==> src/rtl/muldiv_unit_pkg.sv <==
// Shared encodings for the iterative RV32M multiply/divide engine.
// The op encodings are the funct3 field of the M instruction.
package muldiv_unit_pkg;

    localparam int MULDIV_ITERS = 32;

    typedef enum logic [2:0] {
        MULDIV_MUL    = 3'b000,
        MULDIV_MULH   = 3'b001,
        MULDIV_MULHSU = 3'b010,
        MULDIV_MULHU  = 3'b011,
        MULDIV_DIV    = 3'b100,
        MULDIV_DIVU   = 3'b101,
        MULDIV_REM    = 3'b110,
        MULDIV_REMU   = 3'b111
    } md_op_e;

    typedef enum logic [1:0] {
        MD_IDLE = 2'd0,
        MD_RUN  = 2'd1,
        MD_DONE = 2'd2
    } md_state_e;

    function automatic logic rs1_is_signed(input md_op_e op);
        return op inside {MULDIV_MULH, MULDIV_MULHSU, MULDIV_DIV, MULDIV_REM};
    endfunction

    function automatic logic rs2_is_signed(input md_op_e op);
        return op inside {MULDIV_MULH, MULDIV_DIV, MULDIV_REM};
    endfunction

endpackage

==> src/rtl/muldiv_unit_if.sv <==
// Execute-stage <-> muldiv handshake; execute is master, the engine is slave.
interface muldiv_unit_if #(
    parameter int XLEN = 32
);
    logic            start;
    logic [2:0]      op;
    logic [XLEN-1:0] rs1_data;
    logic [XLEN-1:0] rs2_data;
    logic            flush;
    logic            busy;
    logic            done;
    logic [XLEN-1:0] result;

    modport master (
        output start, op, rs1_data, rs2_data, flush,
        input  busy, done, result
    );

    modport slave (
        input  start, op, rs1_data, rs2_data, flush,
        output busy, done, result
    );
endinterface

==> src/rtl/muldiv_unit.sv <==
// Iterative RV32M engine: 32-cycle shift-add multiply / restoring divide on
// operand magnitudes, with a single shared 64-bit adder and one output negator.
module muldiv_unit
    import muldiv_unit_pkg::*;
#(
    parameter int XLEN = 32
) (
    input  logic          clk,
    input  logic          reset,
    muldiv_unit_if.slave  md
);

    md_state_e         r_state, w_state_nxt;
    md_op_e            r_op;
    logic [4:0]        r_cnt;
    logic [2*XLEN-1:0] r_acc;
    logic [XLEN-1:0]   r_opb;
    logic              r_neg;

    md_op_e            w_op;
    logic              w_accept, w_s1, w_s2, w_div_zero, w_ovf, w_fast, w_neg;
    logic [2*XLEN-1:0] w_add_a, w_add_b, w_sum;
    logic              w_add_sub;
    logic              w_lo_sel, w_cin;
    logic [XLEN-1:0]   w_sel, w_res;

    assign w_op       = md_op_e'(md.op);
    assign w_accept   = (r_state == MD_IDLE) && md.start && !md.flush;
    assign w_s1       = rs1_is_signed(w_op) && md.rs1_data[XLEN-1];
    assign w_s2       = rs2_is_signed(w_op) && md.rs2_data[XLEN-1];
    assign w_div_zero = w_op[2] && (md.rs2_data == '0);
    assign w_ovf      = (w_op == MULDIV_DIV || w_op == MULDIV_REM)
                        && (md.rs1_data == {1'b1, {(XLEN-1){1'b0}}})
                        && (md.rs2_data == '1);
    assign w_fast     = w_div_zero || w_ovf;
    // Remainder follows the dividend; every other signed result follows the sign product.
    assign w_neg      = (w_op == MULDIV_REM) ? w_s1 : (w_s1 ^ w_s2);

    // In IDLE the adder forms both operand magnitudes at once: the low half
    // never carries into the high half because ~rs2 of a negative rs2 is < 2^31.
    always_comb begin
        w_add_a   = '0;
        w_add_b   = '0;
        w_add_sub = 1'b0;
        if (r_state == MD_IDLE) begin
            w_add_a = {w_s1 ? ~md.rs1_data : md.rs1_data,
                       w_s2 ? ~md.rs2_data : md.rs2_data};
            w_add_b = {{(XLEN-1){1'b0}}, w_s1, {(XLEN-1){1'b0}}, w_s2};
        end else if (r_op[2]) begin
            w_add_a   = {{(XLEN-1){1'b0}}, r_acc[2*XLEN-1:XLEN-1]};
            w_add_b   = {{XLEN{1'b0}}, r_opb};
            w_add_sub = 1'b1;
        end else begin
            w_add_a = {{XLEN{1'b0}}, r_acc[2*XLEN-1:XLEN]};
            w_add_b = {{XLEN{1'b0}}, r_acc[0] ? r_opb : {XLEN{1'b0}}};
        end
    end

    assign w_sum = w_add_a + (w_add_sub ? ~w_add_b : w_add_b) + {{(2*XLEN-1){1'b0}}, w_add_sub};

    always_comb begin
        w_state_nxt = r_state;
        unique case (r_state)
            MD_IDLE: if (w_accept) w_state_nxt = w_fast ? MD_DONE : MD_RUN;
            MD_RUN:  if (r_cnt == 5'(MULDIV_ITERS - 1)) w_state_nxt = MD_DONE;
            MD_DONE: w_state_nxt = MD_IDLE;
            default: w_state_nxt = MD_IDLE;
        endcase
        if (md.flush) w_state_nxt = MD_IDLE;
    end

    always_ff @(posedge clk or negedge reset) begin
        if (!reset) r_state <= MD_IDLE;
        else        r_state <= w_state_nxt;
    end

    always_ff @(posedge clk or negedge reset) begin
        if (!reset) begin
            r_op  <= MULDIV_MUL;
            r_cnt <= '0;
            r_acc <= '0;
            r_opb <= '0;
            r_neg <= 1'b0;
        end else if (w_accept) begin
            r_op  <= w_op;
            r_cnt <= '0;
            r_neg <= w_fast ? 1'b0 : w_neg;
            if (w_div_zero) begin
                r_acc <= {md.rs1_data, {XLEN{1'b1}}};
                r_opb <= '0;
            end else if (w_ovf) begin
                r_acc <= {{XLEN{1'b0}}, 1'b1, {(XLEN-1){1'b0}}};
                r_opb <= '0;
            end else begin
                r_acc <= {{XLEN{1'b0}}, w_sum[2*XLEN-1:XLEN]};
                r_opb <= w_sum[XLEN-1:0];
            end
        end else if (r_state == MD_RUN && !md.flush) begin
            r_cnt <= r_cnt + 5'd1;
            if (r_op[2]) begin
                // Restoring step: keep the difference only when it did not go negative.
                if (!w_sum[2*XLEN-1]) r_acc <= {w_sum[XLEN-1:0], r_acc[XLEN-2:0], 1'b1};
                else                  r_acc <= {r_acc[2*XLEN-2:0], 1'b0};
            end else begin
                r_acc <= {w_sum[XLEN:0], r_acc[XLEN-1:1]};
            end
        end
    end

    // High word of a negated 64-bit product needs the borrow from the low word.
    assign w_lo_sel = (r_op == MULDIV_MUL) || (r_op == MULDIV_DIV) || (r_op == MULDIV_DIVU);
    assign w_sel    = w_lo_sel ? r_acc[XLEN-1:0] : r_acc[2*XLEN-1:XLEN];
    assign w_cin    = r_op[2] || w_lo_sel || (r_acc[XLEN-1:0] == '0);
    assign w_res    = r_neg ? (~w_sel + {{(XLEN-1){1'b0}}, w_cin}) : w_sel;

    assign md.busy   = reset && (w_accept || (r_state == MD_RUN));
    assign md.done   = (r_state == MD_DONE);
    assign md.result = (r_state == MD_DONE) ? w_res : '0;

endmodule

==> src/flat_wrapper.sv <==
// flat-port wrapper written by rule: the top's interface ports become plain ports
module muldiv_unit_flat import muldiv_unit_pkg::*;
#(
    parameter int XLEN = 32
)
  (clk, reset, md_start, md_op, md_rs1_data, md_rs2_data, md_flush, md_busy, md_done, md_result);
  muldiv_unit_if #(.XLEN(XLEN)) md_i ();
  input  logic clk;
  input  logic reset;
  input wire logic [$bits(md_i.start)-1:0] md_start;
  input wire logic [$bits(md_i.op)-1:0] md_op;
  input wire logic [$bits(md_i.rs1_data)-1:0] md_rs1_data;
  input wire logic [$bits(md_i.rs2_data)-1:0] md_rs2_data;
  input wire logic [$bits(md_i.flush)-1:0] md_flush;
  output wire logic [$bits(md_i.busy)-1:0] md_busy;
  output wire logic [$bits(md_i.done)-1:0] md_done;
  output wire logic [$bits(md_i.result)-1:0] md_result;
  assign md_i.start = md_start;
  assign md_i.op = md_op;
  assign md_i.rs1_data = md_rs1_data;
  assign md_i.rs2_data = md_rs2_data;
  assign md_i.flush = md_flush;
  assign md_busy = md_i.busy;
  assign md_done = md_i.done;
  assign md_result = md_i.result;
  muldiv_unit #(.XLEN(XLEN)) u_core (.clk(clk), .reset(reset), .md(md_i));
endmodule
==> config.mk <==
export PLATFORM = sky130hd
export DESIGN_NAME = muldiv_unit_flat
export DESIGN_NICKNAME = d
export VERILOG_FILES = /design/src/rtl/muldiv_unit_pkg.sv /design/src/rtl/muldiv_unit_if.sv /design/src/rtl/muldiv_unit.sv /design/src/flat_wrapper.sv
export SDC_FILE = /design/constraint.sdc
export NUM_CORES = 1
export LEC_CHECK = 0
export CELL_PAD_IN_SITES_DETAIL_PLACEMENT = 0
export CELL_PAD_IN_SITES_GLOBAL_PLACEMENT = 2
export CORE_MARGIN = 2
export CORE_UTILIZATION = 32
export CTS_BUF_LIST = sky130_fd_sc_hd__clkbuf_4 sky130_fd_sc_hd__clkbuf_8
export CTS_CLUSTER_SIZE = 25
export DETAILED_ROUTE_END_ITERATION = 8
export PLACE_DENSITY_LB_ADDON = 0.3
export SLEW_MARGIN = 0
export SYNTH_ARGS = -nofsm -noshare
export SYNTH_HDL_FRONTEND = slang
export SYNTH_SLANG_ARGS = --single-unit
==> constraint.sdc <==
create_clock -name clk -period 4.8 [get_ports clk]
set_input_delay 0.96 -clock clk [delete_from_list [all_inputs] [get_ports clk]]
set_output_delay 0.96 -clock clk [all_outputs]
set_load 0.02 [all_outputs]
==> results of run 1 <==
==> cells by family after synthesis <==
group                      count (synthesis)  synth area share [%]
DFF                                      107                  22.0
xor gates and xnor gates                 161                  11.8
and+or+nand+nor                          525                  20.3
buffers and inverters                    156                  5.24
adders and majority gates                 38                  3.97
AOI/OAI and AO/OA                        455                  24.9
muxes                                    143                  11.9
==> registers in the layout, summed over array words and instances, names as in the netlist <==
register and flops:
u_core.r_op 3, u_core.r_neg 1, u_core.r_acc 64, u_core.r_cnt 5, u_core.r_opb 32, u_core.r_state 2
==> per-layer routing <==
metal	wire, um	part of all wire [%]	GRT usage, %	up-vias
li1	-	-	-	6447
met1	26900	46	42.0	6793
met2	25800	44	46.8	659
met3	4280	7.3	3.56	133
met4	2050	3.5	10.1	2
met5	12	0.020	0	-
==> critical path, stage by stage <==
cell and delay (ns):
dlygate4sd2_1 0.27, nor3b_2 0.16, buf_4 0.14, o21ai_4 0.06, buf_12 0.14, buf_12 0.14, xnor2_1 0.12, nand2_1 0.06
o21ai_0 0.08, ha_1 0.31, buf_4 0.15, a21o_1 0.19, a221oi_2 0.20, a211oi_2 0.11, a22o_1 0.28, a211o_4 0.38
a21oi_4 0.17, o21bai_4 0.09, xnor2_4 0.30, buf_12 0.17, clkbuf_16 0.17, mux2i_1 0.20, o22ai_1 0.10
==> stage by stage <==
step	setup TNS [ns]	cells	util, %	power [mW]
2_1_floorplan	0	1585	-	4.27
3_3_place_gp	-32.19	2381	41.9	6.45
3_5_place_dp	-31.32	2381	41.9	6.47
4_1_cts	-0.00113	2410	43.3	7.24
5_1_grt	-0.211	2420	44.0	7.89
6_report	0	2420	44.0	7.43
==> cell type report <==
class,count,area (sq um)
clock buffers,10,131
clock inverters,6,76.3
fillers,3905,21100
inverters,30,113
multi-input cells,1322,9170
flip-flops and latches,107,2680
well taps,511,639
repair buffers,434,3710
==> cell usage in the layout (no fill, tap or decap), types with 37 or more instances in the layout <==
cell / synthesis / routed
a21oi_1: 89 / 80
mux2i_1: 135 / 132
o21ai_0: 108 / 98
buf_4: 1 / 312
clkdlybuf4s50_1: 0 / 77
nor2_1: 161 / 154
ha_1: 37 / 37
nand2_1: 160 / 160
dfrtp_1: 107 / 106
xnor2_1: 138 / 136
==> power by group <==
| part | internal [mW] | switching, mW | total, mW |
|---|---|---|---|
| clock | 0.260 | 0.420 | 0.680 |
| sequential | 1.26 | 0.532 | 1.79 |
| combinational | 2.28 | 2.68 | 4.96 |
| total | 3.80 | 3.63 | 7.43 |
==> worst max-delay path by stage <==
stage,endpoint,cells past startpoint,start
after floorplan,u_core.r_acc[39],23,u_core.r_state[0]
after global placement,u_core.r_acc[0],21,md_op[0]
after detailed placement,u_core.r_acc[2],22,md_op[0]
after CTS,u_core.r_acc[48],22,md_op[1]
after global routing,md_result[24],15,u_core.r_acc[4]
final,u_core.r_acc[56],23,md_op[2]
==> what timing repair did <==
item                                    CTS  global route
endpoints found under the setup margin   66            80
endpoints found under the hold margin     0             0
pin swaps                                13            23
gates resized for setup                  58            73
setup buffers                            10             7
cloned                                    3             3
==> flow_metrics.py, run 1 <==
metrics = {
    "outcome": {
        "status": "finished, final reports clean",
    },
    "setup_path": {
        "regToRegStartpoint": "u_core.r_op[2]",
        "rr_worst_depth": 18,
        "worstPathMaxFanout": 9,
        "r2r-end": "u_core.r_acc[55]",
        "path_class": "in2reg",
        "cp.required_ns": 5.07,
        "rrSetupSlack_ns": 0.42,
        "end_kind": "flip-flop",
        "crit_path_start_kind": "primary input",
        "arrival_ns": 4.96,
    },
    "grt": {
        "antenna_found_initial": 1,
        "grt_pass1_wl_um": 87200,
        "grt_max_degree": 82,
        "gr-total-overflow": 0,
        "grt_pass1_vias": 13300,
        "grtUsageTotal_pct": 29.7,
    },
    "place": {
        "hpwl_um": 45000,
        "post-place-ws_ns": -0.649,
        "finalWeightedCongestion": 0.944,
        "placed_area_sq_um": 15700,
        "port_buffers": 104,
    },
    "floorplanning": {
        "io_pins": 105,
        "core.rowCount": 71,
        "die_x_um": 199,
        "core-area_sq_um": 37600,
        "initial_core_util_pct": 32.4,
        "die_area_sq_um": 39600,
        "dieHeight_um": 199,
    },
    "route": {
        "routed_wl_um": 59000,
        "firstDrtPassIters": 6,
        "routed_via_density": 5.80,
        "drtIter0Drc": 1429,
        "vias": 14000,
        "route.detailed.drc": 0,
        "antenna_left": 0,
        "wl_per_cell_um": 24.4,
    },
    "timing": {
        "rsz0062_at_grt": "yes",
        "worst_pin_slew_ns": 1.23,
        "finalSetupViolCount": 0,
        "clock_skew_ns": 0.0211,
        "min_period_ns": 4.69,
        "drv_slew": 0,
        "fin_crit_sh_pct": 97.7,
        "max_freq_mhz": 213,
        "timing.hold.ws_ns": 0.352,
        "setup_slack_ns": 0.112,
        "slew_headroom_pct": 17.6,
        "hold_viol_final": 0,
    },
    "power": {
        "leakagePower_nw": 7.12,
        "power_density_nw_per_um2": 450,
        "ir_worst_vdd_v": 0.000209,
    },
    "yosys": {
        "yosys-top-cells-count": "nor2_1 (161), nand2_1 (160), xnor2_1 (138)",
        "syn_avg_cell_area_sq_um": 7.67,
        "mappedNetlistNets": 1694,
        "postSynthCellCount": 1585,
        "synth_edf_count": 0,
        "ys_async_sr_fraction_pct": 100,
        "yosysTopAreaCell": "dfrtp_1",
        "ys.flop_type": "dfrtp_1",
        "synthesis.area_sq_um": 12200,
        "synthTopCellsByArea": "dfrtp_1 (22%), mux2i_1 (11%), xnor2_1 (9.9%), nor2_1 (5.0%), nand2_1 (4.9%)",
        "yosys_warnings": 0,
        "yosys.area.top_type_share_pct": 22.0,
        "ys_seq_elements": 107,
        "synth.most_common_cell": "nor2_1",
        "synth_cell_types": 78,
        "seq_area_frac_synth_pct": 22.0,
    },
    "clock_tree": {
        "clk_path_buf_depth": 2,
        "cts_tree": "built",
        "cts_buffers": 9,
        "clk_latency_ns": 0.43,
        "cts_max_level": 3,
        "cts.hold.buffers_added": 0,
        "cts-root-buf": "clkbuf_8",
        "clk_pin_slew_ns": 0.14,
        "cts.sinks": 107,
    },
    "job": {
        "cap_violations": 0,
    },
    "finish": {
        "design_area_sq_um": 16500,
        "drive_gt1_share_pct": 22.9,
        "fin_nets": 2013,
        "syn_to_final_growth_pct": 35.9,
        "diodes": 0,
    },
    "min_path": {
        "hp-class": "in2async",
    },
}
(Power assumes the default switching activity.)
==> inputs of run 2 (changes only) <==
--- a/config.mk
+++ b/config.mk
@@ -10,6 +10,7 @@
 export CORE_MARGIN = 2
 export CORE_UTILIZATION = 32
 export CTS_BUF_LIST = sky130_fd_sc_hd__clkbuf_4 sky130_fd_sc_hd__clkbuf_8
+export CTS_CLUSTER_DIAMETER = 150
 export CTS_CLUSTER_SIZE = 25
 export DETAILED_ROUTE_END_ITERATION = 8
 export PLACE_DENSITY_LB_ADDON = 0.3
==> results of run 2 <==
Final layout, timing and power as in run 1 (identical DEF).
==> inputs of run 3 (changes only) <==
--- a/config.mk
+++ b/config.mk
@@ -5,15 +5,15 @@
 export SDC_FILE = /design/constraint.sdc
 export NUM_CORES = 1
 export LEC_CHECK = 0
+export ABC_CLOCK_PERIOD_IN_PS = 4800
 export CELL_PAD_IN_SITES_DETAIL_PLACEMENT = 0
 export CELL_PAD_IN_SITES_GLOBAL_PLACEMENT = 2
-export CORE_MARGIN = 2
 export CORE_UTILIZATION = 32
 export CTS_BUF_LIST = sky130_fd_sc_hd__clkbuf_4 sky130_fd_sc_hd__clkbuf_8
 export CTS_CLUSTER_DIAMETER = 150
 export CTS_CLUSTER_SIZE = 25
 export DETAILED_ROUTE_END_ITERATION = 8
-export PLACE_DENSITY_LB_ADDON = 0.3
+export PLACE_DENSITY_LB_ADDON = 0.1
 export SLEW_MARGIN = 0
 export SYNTH_ARGS = -nofsm -noshare
 export SYNTH_HDL_FRONTEND = slang
==> flow_metrics.py, run 3 (synthesized netlist as in run 1, its figures left out) <==
metrics = {
    "route": {
        "highest_layer": "met4",
        "route.detailed.drc": 0,
        "met1Wirelength_um": 27700,
        "wl_met3_um": 4340,
        "wl_met2_um": 25900,
        "routed_via_density": 5.71,
        "antenna_left": 0,
        "drtIter0Drc": 1244,
        "firstDrtPassIters": 8,
        "vias": 13900,
        "wl_per_cell_um": 24.7,
        "routed_wl_um": 60000,
    },
    "finish": {
        "fin_nets": 2024,
        "drive_gt1_share_pct": 23.4,
        "final_cell_mix": "buf_4 (321), nand2_1 (159), nor2_1 (154), xnor2_1 (133), mux2i_1 (130)",
        "syn_to_final_growth_pct": 37.0,
        "fillers": 3874,
        "layout_commonest_cell": "buf_4",
        "largest_reg_flops": 64,
        "largest_register": "u_core.r_acc",
        "top_regs": "u_core.r_acc (64), u_core.r_opb (32), u_core.r_cnt (5)",
    },
    "clock_tree": {
        "cts_max_level": 3,
        "cts-root-buf": "clkbuf_8",
        "clk_pin_slew_ns": 0.11,
        "cts.sinks": 107,
        "cts_buffers": 9,
        "clk_latency_ns": 0.44,
        "clk_path_buf_depth": 2,
        "cts_tree": "built",
    },
    "floorplanning": {
        "die_area_sq_um": 38800,
        "dieHeight_um": 197,
        "core-area_sq_um": 37500,
        "die_x_um": 197,
        "core.rowCount": 71,
        "initial_core_util_pct": 32.4,
        "io_pins": 105,
    },
    "place": {
        "port_buffers": 104,
        "hpwl_um": 46600,
        "finalWeightedCongestion": 0.928,
    },
    "timing": {
        "worst_pin_slew_ns": 1.24,
        "hold_viol_final": 0,
        "slew_headroom_pct": 16.9,
        "finalSetupTns_ns": 0,
        "timing.hold.ws_ns": 0.508,
        "rsz0062_at_grt": "yes",
        "max_freq_mhz": 216,
        "min_period_ns": 4.62,
        "drv_slew": 0,
        "fin_crit_sh_pct": 96.3,
        "finalSetupViolCount": 0,
        "clock_skew_ns": 0.0188,
    },
    "setup_path": {
        "path_class": "reg2out",
        "critPathSlowestCell": "mux2i_2",
        "crit_path_start_kind": "flip-flop",
        "slowest_delay_ns": 0.47,
        "end_kind": "output pin",
        "arrival_ns": 3.66,
        "cp.required_ns": 3.84,
        "worstPathMaxFanout": 8,
        "cp_cell_sequence": "nor2b_2 -> or2_2 -> buf_6 -> mux2i_2 -> nand4_1 -> nor4_2 -> nor2b_2 -> a21boi_1 -> a21oi_1 -> xnor2_1 -> nor2_1 -> dlygate4sd2_1",
        "crit_top_cell": "nor2b_2",
    },
    "job": {
        "cap_violations": 0,
    },
    "outcome": {
        "status": "finished, final reports clean",
    },
    "power": {
        "ir_worst_vdd_v": 0.000195,
        "leakagePower_nw": 7.21,
        "finalPower_mw": 7.47,
        "power_density_nw_per_um2": 448,
    },
    "grt": {
        "grt_max_degree": 57,
        "grtUsageTotal_pct": 31.1,
        "gr-total-overflow": 0,
        "antenna_found_initial": 2,
        "grt_pass1_vias": 13300,
        "grt_pass1_wl_um": 89000,
    },
    "min_path": {
        "hp-class": "reg2reg",
    },
}
-- run 3: where the power goes --
group	internal (mW)	switching, mW	total (mW)
clock network	0.206	0.385	0.591
registers	1.26	0.530	1.79
logic	2.37	2.71	5.09
total	3.84	3.63	7.47
-- run 3: final timing paths --
kind	start	end	slack (ns)	depth (start not counted)
worst max-delay path	u_core.r_op[0]	md_result[31]	0.18	12
worst min-delay path	u_core.r_opb[3]	u_core.r_opb[3]	0.51	2
worst max register to register	u_core.r_op[2]	u_core.r_acc[57]	0.34	18
worst min register to register	u_core.r_opb[3]	u_core.r_opb[3]	0.51	2
max in group asynchronous	reset	u_core.r_op[2]	2.67	3
min in group asynchronous	reset	u_core.r_op[1]	0.70	2
-- run 3: cell type report --
| class | instances | area [sq um] | area share, % |
|---|---|---|---|
| multi-input combinational | 1322 | 9230 | 55.4 |
| timing repair buffer | 445 | 3820 | 23.0 |
| sequential | 107 | 2680 | 16.1 |
| tap | 511 | 639 | 3.84 |
| clock buffer | 12 | 146 | 0.879 |
| inverter | 30 | 113 | 0.676 |
| clock inverter | 4 | 27.5 | 0.165 |
| antenna | 1 | 2.50 | 0.0150 |
-- run 3: timing repair --
action,CTS,global route
setup endpoints to repair,46,85
buffers inserted,9,14
gates cloned,1,2
resized for setup,58,73
pin swaps,12,28
hold buffers,0,0
-- run 3: metal layers --
metal	up-vias	global-route usage [%]
li1	6475	-
met1	6731	44.8
met2	602	48.0
met3	87	3.85
met4	0	9.22
met5	-	0
-- run 3: worst max-delay path, delay by kind of cell (launching register included) --
kind                   cells  cell delay (ns)
AO/OA/AOI/OAI              2             0.37
XOR/XNOR                   1             0.15
AND/OR/NAND/NOR            6             1.28
buffers and inverters      2             0.52
multiplexers               1             0.47
flip-flops                 1             0.44
-- run 3: through the flow --
stage	instances	instance area (sq um)	utilization, %	worst slack (ns)
finish	2432	16700	44.4	0.177
global route	2431	16700	44.4	-0.0205
CTS	2414	16300	43.5	-0.0348
detailed placement	2388	15800	42.3	-0.768
global placement	2388	15800	42.3	-0.738
floorplan	1585	12200	-	0.0324
==> RTL edit: new RTL, config.mk and constraints of run 1 <==
The 3 states of `md_state_e` get a one-hot encoding in 3 bits.
--- a/src/rtl/muldiv_unit_pkg.sv
+++ b/src/rtl/muldiv_unit_pkg.sv
@@ -17,6 +17,6 @@
 
-    typedef enum logic [1:0] {
-        MD_IDLE = 2'd0,
-        MD_RUN  = 2'd1,
-        MD_DONE = 2'd2
+    typedef enum logic [2:0] {
+        MD_IDLE = 3'b001,
+        MD_RUN  = 3'b010,
+        MD_DONE = 3'b100
     } md_state_e;
Formal check against the unedited RTL: same outputs for any inputs over 4 cycles, from zero or initial values and one cycle with reset low; so few cycles prove little.
==> RTL edit against run 1 <==
  * The run now ends with setup timing left
  * Sequential cell count is 1 higher
  * Critical endpoint is now u_core.r_acc[53]
  * Core utilization up 0.22 points
  * Critical path type unchanged
  * Final cell count is 4.3% higher
  * Maximum frequency shrank 3.1%
  * Total power grew 2.2%
  * Wire length rose by 0.33%
  * Setup slack worse by 0.15 ns
  * Global-route usage is 1.2 points lower
  * Non-clock buffer count rose by 37
  * Final area grew 3.1%
  * Synthesized area up 2.5%
==> RTL edit: results (changes against run 1) <==
| Metric | Value |
|---|---|
| Outcome | `complete, but fails checks` |
| Failing checks | `setup timing` |
| GRT Util Overall | `0.285 (-0.0120)` |
| Clk_skew | `0.0255 ns (+0.00434 ns)` |
| Syn_nets | `1765 (+4.2%)` |
| Setup TNS Final | `-0.151 ns (-0.151 ns)` |
| Met1 Usage GRT | `0.400 (-0.0193)` |
| Ant diodes | `2 (+2)` |
| Commonest cells post-synth | `179 x nor2_1, 142 x nand2_1, 121 x mux2i_1, 121 x xnor2_1, 118 x o21ai_0` |
| 1st-iter DRT viols | `1483 (+3.8%)` |
| Adder-cell area share of the yosys netlist | `0.0396 (-0.000174)` |
| # fillers | `4042 (+3.5%)` |
| Register area share after synthesis | `0.217 (-0.00331)` |
| First-pass GRT wire length | `88700 um (+1.8%)` |
| Reg area | `2710 um2 (+0.98%)` |
| NonClk Buf Share | `0.232 (+0.00703)` |
| Setup ws final | `-0.0390 ns (-0.151 ns)` |
| Syn Area/Cell | `7.53 um2 (-1.9%)` |
| Clock insertion delay at the later pin of the skew report | `0.41 ns (-0.02 ns)` |
| Post-DP HPWL | `45900 um (+2.0%)` |
| Grt met2 use | `0.460 (-0.00780)` |
| WP data arrival | `5.08 ns (+0.12 ns)` |
| Initial antenna violation count | `2 (+1)` |
| Clk pwr | `606 uW (-11%)` |
| XOR/XNOR Fraction of Synth Area | `0.103 (-0.0149)` |
| Met3 usage | `0.0361 (+0.000514)` |
| Post-synthesis compound-gate area fraction | `0.268 (+0.0190)` |
| # nets final | `2107 (+4.7%)` |
| # setup viols final | `6 (+6)` |
| Non-clk bufs | `471 (+8.5%)` |
RTL edit: cell types whose count changed after synthesis, moves of 11 or more:
| cell | run 1 | this run |
|---|---|---|
| a21o_1 | 9 | 22 |
| a21oi_1 | 89 | 113 |
| a221oi_1 | 16 | 28 |
| a31oi_1 | 20 | 44 |
| mux2i_1 | 135 | 121 |
| nand2_1 | 160 | 142 |
| nand2b_1 | 8 | 19 |
| nor2_1 | 161 | 179 |
| nor3_1 | 35 | 47 |
| o22ai_1 | 24 | 5 |
| xnor2_1 | 138 | 121 |
RTL edit: cell families after synthesis:
| family | after synthesis |
|---|---|
| AO/OA/AOI/OAI | 507 |
| XOR/XNOR | 146 |
| adder cells (fa/ha/maj) | 39 |
| buffers and inverters | 165 |
| flip-flops | 108 |
| multiplexers | 132 |
| AND/OR/NAND/NOR | 559 |
RTL edit: repair_timing:
item                       CTS  global route
gates resized for setup     90            85
pin swaps                   22            31
setup endpoints to repair   89            82
buffers inserted            18            15
gates cloned                 3             0
